**src/rtl/pwm_ramp_ctrl.sv**
```systemverilog
// Soft-start duty sequencer for a 2^BIT-cycle PWM: ramps duty_out toward a handshaken target at period boundaries.
// Define PWM_RAMP_SOFTSTOP_EN to ramp down on disable instead of cutting duty to 0 at the next period boundary.
module pwm_ramp_ctrl #(
    parameter int BIT      = 6,
    parameter int STEP     = 4,
    parameter int RAMP_DIV = 2
) (
    input  logic           clk_in,
    input  logic           rst_n_in,
    input  logic           enable_in,
    input  logic [BIT-1:0] target_in,
    input  logic           target_valid_in,
    output logic           target_ready_out,
    output logic [BIT-1:0] duty_out,
    output logic           period_tick_out,
    output logic           busy_out,
    output logic           at_target_out
);

    localparam int                DIV_W    = (RAMP_DIV > 1) ? $clog2(RAMP_DIV) : 1;
    localparam logic [DIV_W-1:0]  DIV_LAST = DIV_W'(RAMP_DIV - 1);
    localparam logic [BIT:0]      STEP_X   = (BIT+1)'(STEP);

    typedef enum logic [1:0] {IDLE, RAMP, HOLD, STOP} state_t;

    state_t           state;
    logic [BIT-1:0]   phase_cnt;
    logic [BIT-1:0]   target_reg;
    logic [DIV_W-1:0] div_cnt;
    logic             tick;
    logic             accept;
    logic [BIT-1:0]   ramp_next;

    // One step toward tgt, computed one bit wider so it can neither wrap nor overshoot.
    function automatic logic [BIT-1:0] step_toward(input logic [BIT-1:0] cur, input logic [BIT-1:0] tgt);
        logic [BIT:0] c, t, r;
        c = {1'b0, cur};
        t = {1'b0, tgt};
        if (c < t)
            r = ((c + STEP_X) >= t) ? t : (c + STEP_X);
        else
            r = ((c - t) <= STEP_X) ? t : (c - STEP_X);
        return r[BIT-1:0];
    endfunction

    assign tick             = (phase_cnt == {BIT{1'b1}});
    assign accept           = target_valid_in && target_ready_out;
    assign ramp_next        = step_toward(duty_out, target_reg);
    assign period_tick_out  = tick;
    assign target_ready_out = (state == IDLE) || (state == HOLD);
    assign busy_out         = (state == RAMP) || (state == STOP);
    assign at_target_out    = (state == HOLD) && (duty_out == target_reg);

`ifdef PWM_RAMP_SOFTSTOP_EN
    logic [BIT-1:0] stop_next;
    assign stop_next = step_toward(duty_out, '0);
`endif

    always_ff @(posedge clk_in or negedge rst_n_in) begin
        if (!rst_n_in)
            phase_cnt <= '0;
        else
            phase_cnt <= phase_cnt + 1'b1;
    end

    // Duty only ever changes on a tick edge, so the PWM sees the new value from phase 0.
    always_ff @(posedge clk_in or negedge rst_n_in) begin
        if (!rst_n_in) begin
            state      <= IDLE;
            duty_out   <= '0;
            div_cnt    <= '0;
            target_reg <= '0;
        end else begin
            if (accept)
                target_reg <= target_in;
            case (state)
                IDLE: begin
                    if (enable_in) begin
                        state   <= RAMP;
                        div_cnt <= '0;
                    end
                end
                RAMP, HOLD: begin
                    if (!enable_in) begin
`ifdef PWM_RAMP_SOFTSTOP_EN
                        state <= STOP;
`else
                        if (tick) begin
                            duty_out <= '0;
                            div_cnt  <= '0;
                            state    <= IDLE;
                        end
`endif
                    end else if (state == HOLD) begin
                        if (accept && (target_in != duty_out)) begin
                            state   <= RAMP;
                            div_cnt <= '0;
                        end
                    end else if (tick) begin
                        if (div_cnt == DIV_LAST) begin
                            div_cnt  <= '0;
                            duty_out <= ramp_next;
                            if (ramp_next == target_reg)
                                state <= HOLD;
                        end else begin
                            div_cnt <= div_cnt + 1'b1;
                        end
                    end
                end
`ifdef PWM_RAMP_SOFTSTOP_EN
                STOP: begin
                    if (enable_in) begin
                        state <= RAMP;
                    end else if (tick) begin
                        if (div_cnt == DIV_LAST) begin
                            div_cnt  <= '0;
                            duty_out <= stop_next;
                            if (stop_next == '0)
                                state <= IDLE;
                        end else begin
                            div_cnt <= div_cnt + 1'b1;
                        end
                    end
                end
`endif
                default: state <= IDLE;
            endcase
        end
    end

endmodule
```
**config.mk**
```make
export PLATFORM = sky130hd
export DESIGN_NAME = pwm_ramp_ctrl
export DESIGN_NICKNAME = d
export VERILOG_FILES = /design/src/rtl/pwm_ramp_ctrl.sv
export SDC_FILE = /design/constraint.sdc
export NUM_CORES = 1
export LEC_CHECK = 0
export ABC_AREA = 1
export CORE_ASPECT_RATIO = 1.1
export CORE_UTILIZATION = 40
export CTS_BUF_LIST = sky130_fd_sc_hd__clkbuf_4 sky130_fd_sc_hd__clkbuf_8
export DETAILED_ROUTE_END_ITERATION = 7
export PLACE_DENSITY = 0.66
export SLEW_MARGIN = 20
export SYNTH_ARGS = -nofsm -noshare
export SYNTH_HDL_FRONTEND = slang
export SYNTH_SLANG_ARGS = --single-unit
```
**constraint.sdc**
```tcl
create_clock -name clk_in -period 4 [get_ports clk_in]
set_input_delay 1.2 -clock clk_in [delete_from_list [all_inputs] [get_ports clk_in]]
set_output_delay 1.2 -clock clk_in [all_outputs]
set_load 0.1 [all_outputs]
```
==> reports/results.ini, run 1 <==
[floorplan]
core_area_um2 = 4650
dieArea_um2 = 5150
ios = 20
initial_utilization = 0.419
die_h_um = 75.2
die_x_um = 68.5
rows = 26

[critical_path]
cp.required_ns = 2.80
reg2reg_to = state[0]
worstSetupPathType = flop to primary output
crit_start = duty_out[2]
reg2reg_depth = 16
arrival_ns = 2.00
worstSetupEndpointType = primary output
start_kind = flop
crit_fanout = 8
r2r_slack_ns = 1.10
reg2reg_from = duty_out[2]

[placement]
gp_congestion = 0.897
port_buffers = 19
place_inst = 367
place_hpwl_mm = 3.62

[sta]
setup_viol = 0
hold_violations = 0
fin_worst_skew_ns = 0.00328
post-route-period-util = 0.800
fmax_mhz = 312
max_slew.worst_pin.slew_ns = 0.957
relSlewSlack = 0.360
grt_setup_unrepaired = false
fin_tns_setup_ns = 0
min_period_ns = 3.20
maxSlewViolCount = 0

[logic_synthesis]
yosys-mux-area-fraction = 0
avgSynthCellArea_um2 = 6.63
netlist_area_um2 = 1950
synth_seq_area_share = 0.270
syn-instance-count = 294
yosys.area_share.simple = 0.402
synth_xor_area_frac = 0.0405
synthAdderAreaFrac = 0.122
ys_ff_latch = 21
synth_top_family_by_area = simple AND/OR/NAND/NOR gates
synth_fp_nets = 323
synth_cell_type_count = 27
synth_compound_area_frac = 0.0739
synth_warnings = 0

[run]
drv_cap = 0

[hold_path]
hold_class = flop to flop
holdCritStartpoint = phase_cnt[0]
worstHoldEndpoint = phase_cnt[0]
holdPathStages = 1

[clock_network]
cts.sinks = 21
cts_buffers = 3
postCtsHoldBufs = 0
post_cts_buffers = 0
cts_tree = yes
cts_htree_levels = 1
ctsResizeCount = 0
insertion_delay_ns = 0.27
clockBufferDepth = 2
clk_pin_slew_ns = 0.08
root_buffer = clkbuf_8

[final_layout]
multi_input_area_um2 = 1250
syn2layout_area_growth_pct = 14.3
n_fill_cell = 508
layout_common_cells = nand2_1, nand3_1, inv_1
nets = 345
register_area_um2 = 526
num_antenna_cells = 0
final_common_cell = nand2_1
drive_gt1_frac = 0.0952
fin_cells = 371

[power_and_ir_drop]
power.leakage_nw = 1.21
peakVddDrop_mv = 0.680
pwr_density_cell_nw_per_um2 = 759

[global_route]
grt_max_degree = 22
antenna_found_initial = 0
grt_pass1_vias = 1861
grt_pass1_wl_mm = 8.15
grt-ovfl-total = 0
grtUsageTotal = 0.209

[route]
viasPerCell = 5.12
wl_mm = 4.68
initialDrtViolationCount = 159
wire_per_inst_um = 12.6
drc = 0
ant_nets = 0
first_pass_iters = 4
route.vias.total = 1898

[status]
status = completed

-- cells by family after synthesis --
kind of cell,count (synthesis)
AOI/OAI and AO/OA,26
DFF,21
xor gates and xnor gates,9
and+or+nand+nor,172
adders and majority gates,19
buffers and inverters,47
-- report_power, final --
part           total [mW]  internal (mW)  switching, mW
registers           0.319          0.258         0.0612
clock network       0.146         0.0705         0.0750
logic                1.22          0.376          0.848
-- cells in the mapped netlist (all sizes together) --
| master | n | area, um^2 |
|---|---|---|
| a21boi | 1 | 7.51 |
| a21oi | 8 | 43.8 |
| buf | 2 | 10.0 |
| clkbuf | 1 | 3.75 |
| clkinv | 2 | 7.51 |
| dfrtp | 21 | 526 |
| ha | 19 | 238 |
| inv | 42 | 158 |
| nand2 | 86 | 343 |
| nand3 | 55 | 275 |
| nand3b | 1 | 7.51 |
| nor2 | 24 | 116 |
| nor3 | 2 | 10.0 |
| nor4 | 3 | 25.0 |
| o21ai | 11 | 55.1 |
| o22ai | 6 | 37.5 |
| or2 | 1 | 6.26 |
| xor2 | 9 | 78.8 |
-- critical path: stages, from the launching register on --
cell,delay (ns)
dfrtp_1,0.49
inv_1,0.16
ha_1,0.39
nor2_1,0.16
nand3_1,0.14
nor2_2,0.11
buf_4,0.29
-- per-stage QoR --
step / util / setup slack (ns) / hold WS, ns / power [mW] / instance area [um^2]
after floorplan: - / 0.140 / 0.421 / 1.28 / 1950
after detailed placement: 0.469 / 1.04 / 0.451 / 1.54 / 2180
final: 0.478 / 0.800 / 0.461 / 1.69 / 2230
after global placement: 0.469 / 1.09 / 0.449 / 1.53 / 2180
after CTS: 0.480 / 0.800 / 0.464 / 1.69 / 2230
after global routing: 0.478 / 0.684 / 0.488 / 1.87 / 2230
-- worst max-delay path by stage --
stage                                to  cells after the start
after floorplan           at_target_out                      5
after CTS                 at_target_out                      6
after global routing      at_target_out                      6
after global placement         state[0]                     15
final                     at_target_out                      6
after detailed placement       state[0]                     15
-- layout make-up --
class | count | share of cell area
clock buffers | 3 | 0.0185
clock inverters | 1 | 0.00337
inverters | 44 | 0.0742
multi-input cells | 226 | 0.560
flip-flops and latches | 21 | 0.236
well taps | 56 | 0.0315
repair buffers | 20 | 0.0764
-- per-layer routing --
| layer | up-vias | global-route usage | share of wire |
|---|---|---|---|
| met5 | - | 0 | 0 |
| met4 | 0 | 0.0764 | 0.026 |
| met3 | 12 | 0.0182 | 0.030 |
| met2 | 38 | 0.356 | 0.47 |
| met1 | 854 | 0.272 | 0.48 |
| li1 | 994 | - | - |
(Power assumes the default switching activity.)
==> run 2: changes to the inputs <==
--- a/config.mk
+++ b/config.mk
@@ -10,7 +10,7 @@
 export CORE_UTILIZATION = 40
 export CTS_BUF_LIST = sky130_fd_sc_hd__clkbuf_4 sky130_fd_sc_hd__clkbuf_8
 export DETAILED_ROUTE_END_ITERATION = 7
-export PLACE_DENSITY = 0.66
+export PLACE_DENSITY = 0.68
 export SLEW_MARGIN = 20
 export SYNTH_ARGS = -nofsm -noshare
 export SYNTH_HDL_FRONTEND = slang
==> constraint.sdc (replaced) <==
create_clock -name clk_in -period 2.6 [get_ports clk_in]
set_input_delay 0.78 -clock clk_in [delete_from_list [all_inputs] [get_ports clk_in]]
set_output_delay 0.78 -clock clk_in [all_outputs]
set_load 0.1 [all_outputs]
==> run 2 against run 1 <==
The flow now finishes with violations (negative setup slack). Sequential cell count stayed put. Die area did not move. Clock power is 52% higher. Via count is 6.5% higher. Routed wire length rose by 18%. Cell area is 24% higher. Combinational power rose by 110%. Count of clock-buffer cells in the layout stayed put. Critical path type unchanged. Largest power group unchanged.
==> reports/results.ini, run 2 (synthesis gave the netlist of run 1 again) <==
[status]
status = finished, violations left  ; was completed
failed_checks = negative setup slack

[floorplan]
rows = 26  ; unchanged
dieArea_um2 = 5150  ; unchanged
initial_utilization = 0.419  ; unchanged
die_h_um = 75.2  ; unchanged
ios = 20  ; unchanged
core_area_um2 = 4650  ; unchanged
die_x_um = 68.5  ; unchanged

[route]
viasPerCell = 5.14  ; was 5.12
drc = 0  ; unchanged
wire_per_inst_um = 14.0  ; was 12.6 um
ant_nets = 0  ; unchanged
initialDrtViolationCount = 162  ; was 159
wl_mm = 5.51  ; was 4.68 mm
route.vias.total = 2021  ; was 1898
first_pass_iters = 4  ; unchanged

[run]
drv_cap = 0  ; unchanged

[sta]
hold_violations = 0  ; unchanged
max_slew.worst_pin.slew_ns = 0.361  ; was 0.957 ns
fin_tns_setup_ns = -0.0108  ; was 0 ns
relSlewSlack = 0.757  ; was 0.360
setup_slack_ns = -0.0108  ; was 0.800 ns
min_period_ns = 2.61
setup_viol = 1  ; was 0
post-route-period-util = 1.00
fmax_mhz = 383
fin_worst_skew_ns = 0.00531  ; was 0.00328 ns
maxSlewViolCount = 0  ; unchanged
grt_setup_unrepaired = true  ; was false

[hold_path]
hold_class = flop to flop  ; unchanged

[final_layout]
syn2layout_area_growth_pct = 41.2  ; was 14.3%
fin_util = 0.591  ; was 0.478
fin_cells = 393  ; was 371
nets = 367  ; was 345
drive_gt1_frac = 0.315  ; was 0.0952
num_antenna_cells = 0  ; unchanged
final_common_cell = nand2_1  ; unchanged
layout_common_cells = nand2_1, nand3_1, inv_1  ; unchanged

[global_route]
grt_pass1_vias = 1824  ; was 1861
grtUsageTotal = 0.220  ; was 0.209
grt_max_degree = 22  ; unchanged
grt-ovfl-total = 0  ; unchanged
grt_pass1_wl_mm = 8.35  ; was 8.15 mm
antenna_found_initial = 0  ; unchanged

[critical_path]
worstSetupPathType = flop to primary output  ; unchanged
start_kind = flop  ; unchanged
arrival_ns = 1.83  ; was 2.00 ns
cp.buffers_inverters = 3  ; was 2
crit_fanout = 4  ; was 8
critPathTopFamily = flip-flops  ; unchanged
worstSetupEndpointType = primary output  ; unchanged
crit_chain = buf_12, ha_4, inv_4, nor2_4, nand3_4, nor2_4, buf_12  ; was inv_1, ha_1, nor2_1, nand3_1, nor2_2, buf_4
slowest_stage = dfrtp_4  ; was dfrtp_1
slowest_delay_ns = 0.52  ; was 0.49 ns
cp.required_ns = 1.82  ; was 2.80 ns

[clock_network]
cts_buffers = 3  ; unchanged
cts_htree_levels = 1  ; unchanged
root_buffer = clkbuf_8  ; unchanged
clockBufferDepth = 2  ; unchanged
cts.sinks = 21  ; unchanged
insertion_delay_ns = 0.27  ; about the same
cts_tree = yes  ; unchanged
clk_pin_slew_ns = 0.08  ; about the same

[placement]
place_hpwl_mm = 3.97  ; was 3.62 mm
gp_congestion = 0.892  ; was 0.897
port_buffers = 19  ; unchanged
place_inst = 378  ; was 367

[power_and_ir_drop]
pwr_density_cell_nw_per_um2 = 1180  ; was 759 nW/um^2
peakVddDrop_mv = 1.02  ; was 0.680 mV
power.leakage_nw = 1.36  ; was 1.21 nW

[run 2: cell types whose count changed in the layout (fill, tap and decap cells not counted), moves of 5 or more]
cell	delta
inv_1	-6
ha_1	-5
nor2_1	-6
nand3_1	-13
buf_4	+14
nand3_2	+11
nand2_2	+10
ha_4	+5
nand2_1	-14
dfrtp_1	-7
[run 2: power by group]
part | total [mW] | switching, mW | internal, mW
Combinational | 2.52 | 1.60 | 0.924
Sequential | 0.498 | 0.0972 | 0.401
Clock | 0.222 | 0.114 | 0.108
[run 2: cell type report]
| cell class | instances | area (um^2) |
|---|---|---|
| repair inverters | 1 | 7.51 |
| flip-flops and latches | 21 | 542 |
| well taps | 56 | 70.1 |
| fillers | 440 | 1900 |
| inverters | 44 | 176 |
| clock buffers | 3 | 41.3 |
| clock inverters | 1 | 7.51 |
| repair buffers | 41 | 395 |
| multi-input cells | 226 | 1510 |
[run 2: what timing repair did]
| item | in CTS | in global routing |
|---|---|---|
| buffers inserted | 0 | 10 |
| setup endpoints to repair | 3 | 3 |
| pin swaps | 0 | 36 |
| gates cloned | 0 | 1 |
| hold buffers | 0 | 0 |
| endpoints found under the hold margin | 0 | 0 |
| gates resized for setup | 4 | 60 |
[run 2: layer usage]
layer  GRT usage  vias up  wire [um]
met4      0.0694        0         55
met5           0        -          0
met1       0.274      942       2390
li1            -     1034          -
met3      0.0167        6        115
met2       0.398       39       2940
[run 2: per-stage QoR]
step / setup WS [ns] / total power [mW] / instance area [um^2] / hold WS [ns]
finish: -0.0108 / 3.24 / 2750 / 0.457
global route: -0.0941 / 3.51 / 2750 / 0.478
CTS: 0.00444 / 2.73 / 2410 / 0.468
detailed placement: -0.00981 / 2.48 / 2330 / 0.454
global placement: 0.0898 / 2.47 / 2330 / 0.443
floorplan: 0.00654 / 1.99 / 1990 / 0.421
[run 2: final timing paths]
kind                              start             to  slack [ns]  cells after the start
max in group asynchronous      rst_n_in    duty_out[2]        1.50                      2
max reg2reg                 duty_out[3]       state[0]        0.05                     19
max                         duty_out[3]  at_target_out       -0.01                      7
min reg2reg                phase_cnt[0]   phase_cnt[0]        0.46                      1
min                        phase_cnt[0]   phase_cnt[0]        0.46                      1
min in group asynchronous      rst_n_in       state[1]        0.86                      2
